`src/rtl/countdown_sequencer_pkg.sv`:
```
// Shared types and helpers for the egg-timer countdown sequencer.
// Holds the FSM state encoding, the MM:SS BCD digit record, and the
// pure-combinational load clamp and BCD borrow-decrement functions.
package countdown_sequencer_pkg;

  typedef enum logic [2:0] {
    ST_IDLE   = 3'd0,
    ST_LOADED = 3'd1,
    ST_RUN    = 3'd2,
    ST_PAUSE  = 3'd3,
    ST_ALARM  = 3'd4
  } state_t;

  localparam logic [3:0] BCD_MAX_UNITS    = 4'd9;
  localparam logic [3:0] BCD_MAX_TENS_SEC = 4'd5;

  typedef struct packed {
    logic [3:0] m1;
    logic [3:0] m0;
    logic [3:0] s1;
    logic [3:0] s0;
  } mmss_t;

  function automatic logic [3:0] clamp_bcd(input logic [3:0] d, input logic [3:0] max);
    return (d > max) ? max : d;
  endfunction

  // Non-BCD set values saturate; seconds-tens tops out at 5.
  function automatic mmss_t clamp_mmss(input mmss_t v);
    mmss_t r;
    r.m1 = clamp_bcd(v.m1, BCD_MAX_UNITS);
    r.m0 = clamp_bcd(v.m0, BCD_MAX_UNITS);
    r.s1 = clamp_bcd(v.s1, BCD_MAX_TENS_SEC);
    r.s0 = clamp_bcd(v.s0, BCD_MAX_UNITS);
    return r;
  endfunction

  // One-second decrement with borrow s0 -> s1 -> m0 -> m1. 00:00 stays 00:00.
  function automatic mmss_t bcd_dec(input mmss_t v);
    mmss_t r;
    r = v;
    if (v.s0 != 4'd0) r.s0 = v.s0 - 4'd1;
    else begin
      r.s0 = BCD_MAX_UNITS;
      if (v.s1 != 4'd0) r.s1 = v.s1 - 4'd1;
      else begin
        r.s1 = BCD_MAX_TENS_SEC;
        if (v.m0 != 4'd0) r.m0 = v.m0 - 4'd1;
        else begin
          r.m0 = BCD_MAX_UNITS;
          if (v.m1 != 4'd0) r.m1 = v.m1 - 4'd1;
          else r = '0;
        end
      end
    end
    return r;
  endfunction

endpackage

```
`src/rtl/countdown_sequencer_if.sv`:
```
// Control/status bundle between the set-value/button logic and the
// countdown sequencer.
//   master: drives load/start/pause pulses and set_* digits, observes status
//   slave : the sequencer; drives m1..s0 digits, running/paused/alarm, tick
interface countdown_sequencer_if;
  logic       load;
  logic       start;
  logic       pause;
  logic [3:0] set_m1, set_m0, set_s1, set_s0;
  logic [3:0] m1, m0, s1, s0;
  logic       running;
  logic       paused;
  logic       alarm;
  logic       tick;

  modport master (
    output load, start, pause, set_m1, set_m0, set_s1, set_s0,
    input  m1, m0, s1, s0, running, paused, alarm, tick
  );

  modport slave (
    input  load, start, pause, set_m1, set_m0, set_s1, set_s0,
    output m1, m0, s1, s0, running, paused, alarm, tick
  );
endinterface

```
`src/rtl/countdown_sequencer_tick_prescaler.sv`:
```
// 1-of-CLK_HZ strobe generator.
//   clk, reset : clock, async active-high reset
//   enable     : count advances only while high; otherwise the count holds
//   clear      : synchronous restart of the second (wins over enable)
//   tick       : high for the enabled cycle in which the count sits at CLK_HZ-1
module tick_prescaler #(
  parameter int CLK_HZ = 50_000_000
) (
  input  logic clk,
  input  logic reset,
  input  logic enable,
  input  logic clear,
  output logic tick
);
  localparam int CW = (CLK_HZ > 1) ? $clog2(CLK_HZ) : 1;
  localparam logic [CW-1:0] LAST = CW'(CLK_HZ - 1);

  logic [CW-1:0] cnt;

  always_ff @(posedge clk or posedge reset) begin
    if (reset)       cnt <= '0;
    else if (clear)  cnt <= '0;
    else if (enable) cnt <= (cnt == LAST) ? '0 : cnt + 1'b1;
  end

  assign tick = enable & (cnt == LAST);
endmodule

```
`src/rtl/countdown_sequencer.sv`:
```
// MM:SS egg-timer countdown sequencer.
//   clk, reset : system clock, async active-high reset
//   bus        : slave side of countdown_sequencer_if (load/start/pause
//                pulses and set digits in; BCD digits, status, tick out)
// Loads clamped set digits, counts down once per CLK_HZ cycles with BCD
// borrow, supports pause/resume, and holds ALARM for ALARM_SECS seconds.
module countdown_sequencer
  import countdown_sequencer_pkg::*;
#(
  parameter int CLK_HZ     = 50_000_000,
  parameter int ALARM_SECS = 10
) (
  input  logic                  clk,
  input  logic                  reset,
  countdown_sequencer_if.slave  bus
);
  localparam int AW = (ALARM_SECS > 0) ? $clog2(ALARM_SECS + 1) : 1;
  localparam logic [AW-1:0] ALARM_LAST = AW'(ALARM_SECS - 1);

  state_t        state, state_nxt;
  mmss_t         dig, dig_nxt, dig_dec, set_v;
  logic          pre_en, pre_clr, pre_tick;
  logic [AW-1:0] acnt;
  logic          running_q, paused_q, alarm_q;

  assign set_v   = {bus.set_m1, bus.set_m0, bus.set_s1, bus.set_s0};
  assign dig_dec = bcd_dec(dig);
  // Count holds in PAUSE so a resume finishes the interrupted second.
  assign pre_en  = (state == ST_RUN) || (state == ST_ALARM);

  tick_prescaler #(.CLK_HZ(CLK_HZ)) u_pre (
    .clk    (clk),
    .reset  (reset),
    .enable (pre_en),
    .clear  (pre_clr),
    .tick   (pre_tick)
  );

  always_comb begin
    state_nxt = state;
    dig_nxt   = dig;
    pre_clr   = 1'b0;
    case (state)
      ST_IDLE: begin
        if (bus.load) begin
          state_nxt = ST_LOADED;
          dig_nxt   = clamp_mmss(set_v);
        end
      end
      ST_LOADED, ST_PAUSE: begin
        if (bus.load) begin
          state_nxt = ST_LOADED;
          dig_nxt   = clamp_mmss(set_v);
        end else if (bus.start && (dig != '0)) begin
          state_nxt = ST_RUN;
          pre_clr   = (state == ST_LOADED);  // fresh run starts a whole second
        end
      end
      ST_RUN: begin
        // A tick coinciding with pause still lands its decrement; reaching
        // 00:00 overrides the pause so the timer cannot park at zero.
        if (pre_tick) begin
          dig_nxt = dig_dec;
          if (dig_dec == '0) begin
            state_nxt = ST_ALARM;
            pre_clr   = 1'b1;
          end else if (bus.pause) begin
            state_nxt = ST_PAUSE;
          end
        end else if (bus.pause) begin
          state_nxt = ST_PAUSE;
        end
      end
      ST_ALARM: begin
        if (bus.start || bus.load)                 state_nxt = ST_IDLE;
        else if (pre_tick && (acnt == ALARM_LAST)) state_nxt = ST_IDLE;
      end
      default: state_nxt = ST_IDLE;
    endcase
  end

  always_ff @(posedge clk or posedge reset) begin
    if (reset) begin
      state     <= ST_IDLE;
      dig       <= '0;
      acnt      <= '0;
      running_q <= 1'b0;
      paused_q  <= 1'b0;
      alarm_q   <= 1'b0;
    end else begin
      state     <= state_nxt;
      dig       <= dig_nxt;
      running_q <= (state_nxt == ST_RUN);
      paused_q  <= (state_nxt == ST_PAUSE);
      alarm_q   <= (state_nxt == ST_ALARM);
      if ((state_nxt == ST_ALARM) && (state != ST_ALARM)) acnt <= '0;
      else if ((state == ST_ALARM) && pre_tick)           acnt <= acnt + 1'b1;
    end
  end

  assign bus.m1      = dig.m1;
  assign bus.m0      = dig.m0;
  assign bus.s1      = dig.s1;
  assign bus.s0      = dig.s0;
  assign bus.running = running_q;
  assign bus.paused  = paused_q;
  assign bus.alarm   = alarm_q;
  assign bus.tick    = pre_tick;
endmodule
```
`src/flat_wrapper.sv`:
```
// flat-port wrapper written by rule: the top's interface ports become plain ports
module countdown_sequencer_flat import countdown_sequencer_pkg::*;
#(
  parameter int CLK_HZ     = 50_000_000,
  parameter int ALARM_SECS = 10
)
  (clk, reset, bus_load, bus_start, bus_pause, bus_set_m1, bus_set_m0, bus_set_s1, bus_set_s0, bus_m1, bus_m0, bus_s1, bus_s0, bus_running, bus_paused, bus_alarm, bus_tick);
  countdown_sequencer_if bus_i ();
  input  logic clk;
  input  logic reset;
  input wire logic [$bits(bus_i.load)-1:0] bus_load;
  input wire logic [$bits(bus_i.start)-1:0] bus_start;
  input wire logic [$bits(bus_i.pause)-1:0] bus_pause;
  input wire logic [$bits(bus_i.set_m1)-1:0] bus_set_m1;
  input wire logic [$bits(bus_i.set_m0)-1:0] bus_set_m0;
  input wire logic [$bits(bus_i.set_s1)-1:0] bus_set_s1;
  input wire logic [$bits(bus_i.set_s0)-1:0] bus_set_s0;
  output wire logic [$bits(bus_i.m1)-1:0] bus_m1;
  output wire logic [$bits(bus_i.m0)-1:0] bus_m0;
  output wire logic [$bits(bus_i.s1)-1:0] bus_s1;
  output wire logic [$bits(bus_i.s0)-1:0] bus_s0;
  output wire logic [$bits(bus_i.running)-1:0] bus_running;
  output wire logic [$bits(bus_i.paused)-1:0] bus_paused;
  output wire logic [$bits(bus_i.alarm)-1:0] bus_alarm;
  output wire logic [$bits(bus_i.tick)-1:0] bus_tick;
  assign bus_i.load = bus_load;
  assign bus_i.start = bus_start;
  assign bus_i.pause = bus_pause;
  assign bus_i.set_m1 = bus_set_m1;
  assign bus_i.set_m0 = bus_set_m0;
  assign bus_i.set_s1 = bus_set_s1;
  assign bus_i.set_s0 = bus_set_s0;
  assign bus_m1 = bus_i.m1;
  assign bus_m0 = bus_i.m0;
  assign bus_s1 = bus_i.s1;
  assign bus_s0 = bus_i.s0;
  assign bus_running = bus_i.running;
  assign bus_paused = bus_i.paused;
  assign bus_alarm = bus_i.alarm;
  assign bus_tick = bus_i.tick;
  countdown_sequencer #(.CLK_HZ(CLK_HZ), .ALARM_SECS(ALARM_SECS)) u_core (.clk(clk), .reset(reset), .bus(bus_i));
endmodule
```
`config.mk`:
```
export PLATFORM = sky130hd
export DESIGN_NAME = countdown_sequencer_flat
export DESIGN_NICKNAME = d
export VERILOG_FILES = /design/src/rtl/countdown_sequencer_pkg.sv /design/src/rtl/countdown_sequencer_if.sv /design/src/rtl/countdown_sequencer_tick_prescaler.sv /design/src/rtl/countdown_sequencer.sv /design/src/flat_wrapper.sv
export SDC_FILE = /design/constraint.sdc
export NUM_CORES = 1
export LEC_CHECK = 0
export CORE_AREA = 2 2 88 81
export CTS_BUF_LIST = sky130_fd_sc_hd__clkbuf_4 sky130_fd_sc_hd__clkbuf_8
export DETAILED_ROUTE_END_ITERATION = 16
export DIE_AREA = 0 0 90 83
export PLACE_DENSITY_LB_ADDON = 0.1
export SYNTH_ARGS = -nofsm -noshare
export SYNTH_HDL_FRONTEND = slang
export SYNTH_HIERARCHICAL = 1
export SYNTH_SLANG_ARGS = --single-unit
export TNS_END_PERCENT = 50
```
`constraint.sdc`:
```
create_clock -name clk -period 9 [get_ports clk]
set_clock_uncertainty 0.2 [all_clocks]
set_input_delay 1.35 -clock clk [delete_from_list [all_inputs] [get_ports clk]]
set_output_delay 1.35 -clock clk [all_outputs]
set_load 0.05 [all_outputs]
```
==> results.ini <==
[cts]
cts.repair.resized=0
post_cts_buffers=0
root_buffer=clkbuf_8
ctsHoldBuffers=0
clk_latency_ns=0.30
cts_sinks=52
clkTransAtPathRegs_ns=0.09
cts_buffer_depth=2
cts_buffers=5
cts.htree.levels=2
cts_tree=built

[sta]
finalCritPeriodShare_pct=54.2
tns_ns=0
slew_viol_final=0
max-slew-margin-rel_pct=31.0
rsz0062_at_grt=false
setup_viol_count_final=0
finalHoldViolations=0
fin_hold_ws_ns=0.370
fmax_ghz=0.205
tightest_slew_ns=1.03
fin_crit_ns=4.88

[detailed_routing]
drt_iter0_drc=246
dr.pass1.iters=4
totalWireLength_um=7630
wl_per_cell_um=15.6
routed-via-count=2848
ant_nets=0
via_per_inst=5.84
drc_errors=0

[global_routing]
grt_max_degree=27
overflow=0
grt_pass1_wl_um=13400
grt_pass1_vias=2651
grt_antenna_before_repair=0
grtUsageTotal_pct=21.7

[worst_setup_path]
arrival_ns=4.91
worstSetupPathType=reg -> reg
crit_fanout=13
crit_required_ns=9.03
cp-start-kind=flop
end_kind=flop

[final_layout]
mostFrequentLayoutCell=dfrtp_1
diodes=0
final_cell_mix=dfrtp_1, nor2_1, clkdlybuf4s50_1, nand2_1
syn2layout_area_growth_pct=17.0
drive_gt1_share_pct=5.78
layout.nets=421

[placement]
gp_congestion=0.898
dp.final_hpwl_um=5480
portBuffers=40

[logic_synthesis]
synth_cells=367
synth-async-reset-ratio_pct=100
synth_cell_types=62
seq_area_frac_synth_pct=40.6
synth_nets=391
syn_avg_cell_area_um2=8.72
synth_area_um2=3200
yosys_warnings=6
ys_seq_elements=52
synth_flop_cell=dfrtp_1
synth_edf_count=0

[power]
ir_worst_vdd_mv=0.0865
p_leak_nw=1.49
p_per_area_nw_per_um2=169

[die]
io_pins=41
die_w_um=90
die_y_um=83
die-area_um2=7470
core_area_um2=6520
initial_core_util_pct=49.1
rows=28

[worst_hold_path]
hold_path_class=reg -> reg

[run]
cap_violations=0

[outcome]
status=finished, final reports clean

## synth_stat cells (3+ instances only)
library cell	count	area (µm²)
nand2_1	29	109
buf_2	4	20.0
o22ai_1	3	18.8
o21ai_1	9	45.0
dfrtp_1	52	1300
o21a_1	4	30.0
buf_4	3	22.5
and2_1	3	18.8
or3_1	8	50.1
or4_1	7	52.6
clkbuf_1	9	33.8
a31oi_1	7	43.8
xnor2_1	8	70.1
nand3_1	11	55.1
nor2_1	44	165
a21oi_1	26	130
ha_1	3	37.5
nor3_1	8	40.0
nor3b_1	3	22.5
nand4_1	12	75.1
nor2b_1	4	25.0
o21ai_0	26	130
nor4_1	6	37.5
inv_1	15	56.3
o31ai_1	8	60.1
xor2_1	6	52.6
## metal layers
| metal | track usage (%) | routed length (µm) |
|---|---|---|
| met2 | 30.6 | 3230 |
| met3 | 4.26 | 387 |
| met4 | 3.36 | 51 |
| met1 | 34.7 | 3960 |
| met5 | 0 | 0 |
## flip-flops by register name, summed over array words and instances, names as in the netlist, 3 cells and up
signal	flops
u_core/bus.m0	4
u_core/bus.s1	4
u_core/state	3
u_core/acnt	4
u_core/bus.m1	4
u_core/u_pre/cnt	26
u_core/bus.s0	4
## report_power, final
group / internal (W) / total [W] / switching [W]
combinational: 0.0000643 / 0.000181 / 0.000116
clock: 0.0000856 / 0.000162 / 0.0000763
sequential: 0.000252 / 0.000291 / 0.0000388
## cells by family after synthesis
logic type	count (synthesis)	synth area share (%)
simple gates	159	28.4
flops	52	40.6
fa+ha+maj	3	1.17
buf+inv	32	4.49
compound gates	105	20.8
xor+xnor	14	3.83
mux	2	0.625
## critical path, cell delays in order (launching register included)
cell and delay (ns):
dfrtp_1 0.42, ha_1 0.21, nor4bb_1 0.29, nand4_1 0.25, nor3_1 0.59, nor2b_1 0.25, nand4_1 0.16, a2111oi_4 0.21
nand4_1 0.15, or3_4 0.38, o21ai_1 0.32, o211a_1 0.36, nand4_2 0.30, or4_1 0.58, a21oi_1 0.15
## layout make-up
type,instances,area [µm²]
Clock buffer,6,76.3
Inverter,15,56.3
Fill cell,607,2770
Sequential cell,52,1300
Multi-Input combinational cell,283,1770
Timing Repair Buffer,40,400
Tap cell,90,113
Clock inverter,2,35.0
## path summary, 6_finish.rpt
path | from | to | slack, ns | cells after the start
worst max-delay path | u_core/u_pre/cnt[0]$_DFFE_PP0P_ | u_core/u_pre/cnt[22]$_DFFE_PP0P_ | 4.12 | 14
worst min-delay path | u_core/acnt[3]$_DFFE_PP0P_ | u_core/acnt[3]$_DFFE_PP0P_ | 0.37 | 2
worst max register to register | u_core/u_pre/cnt[0]$_DFFE_PP0P_ | u_core/u_pre/cnt[22]$_DFFE_PP0P_ | 4.12 | 14
worst min register to register | u_core/acnt[3]$_DFFE_PP0P_ | u_core/acnt[3]$_DFFE_PP0P_ | 0.37 | 2
max in group asynchronous | reset | u_core/bus.s0[1]$_DFFE_PP0P_ | 6.56 | 2
min in group asynchronous | reset | u_core/u_pre/cnt[25]$_DFFE_PP0P_ | 1.39 | 2
## stage by stage
step	util, %	setup slack, ns	instances	total power (W)	cell area (µm²)
floorplan	-	4.04	367	0.000411	3200
global placement	55.8	4.32	480	0.000472	3640
detailed placement	55.8	4.14	480	0.000474	3640
CTS	57.5	4.10	488	0.000638	3750
global route	57.5	3.59	488	0.000669	3750
finish	57.5	4.12	488	0.000634	3750
Note: power is estimated with default switching activity, not from simulation.
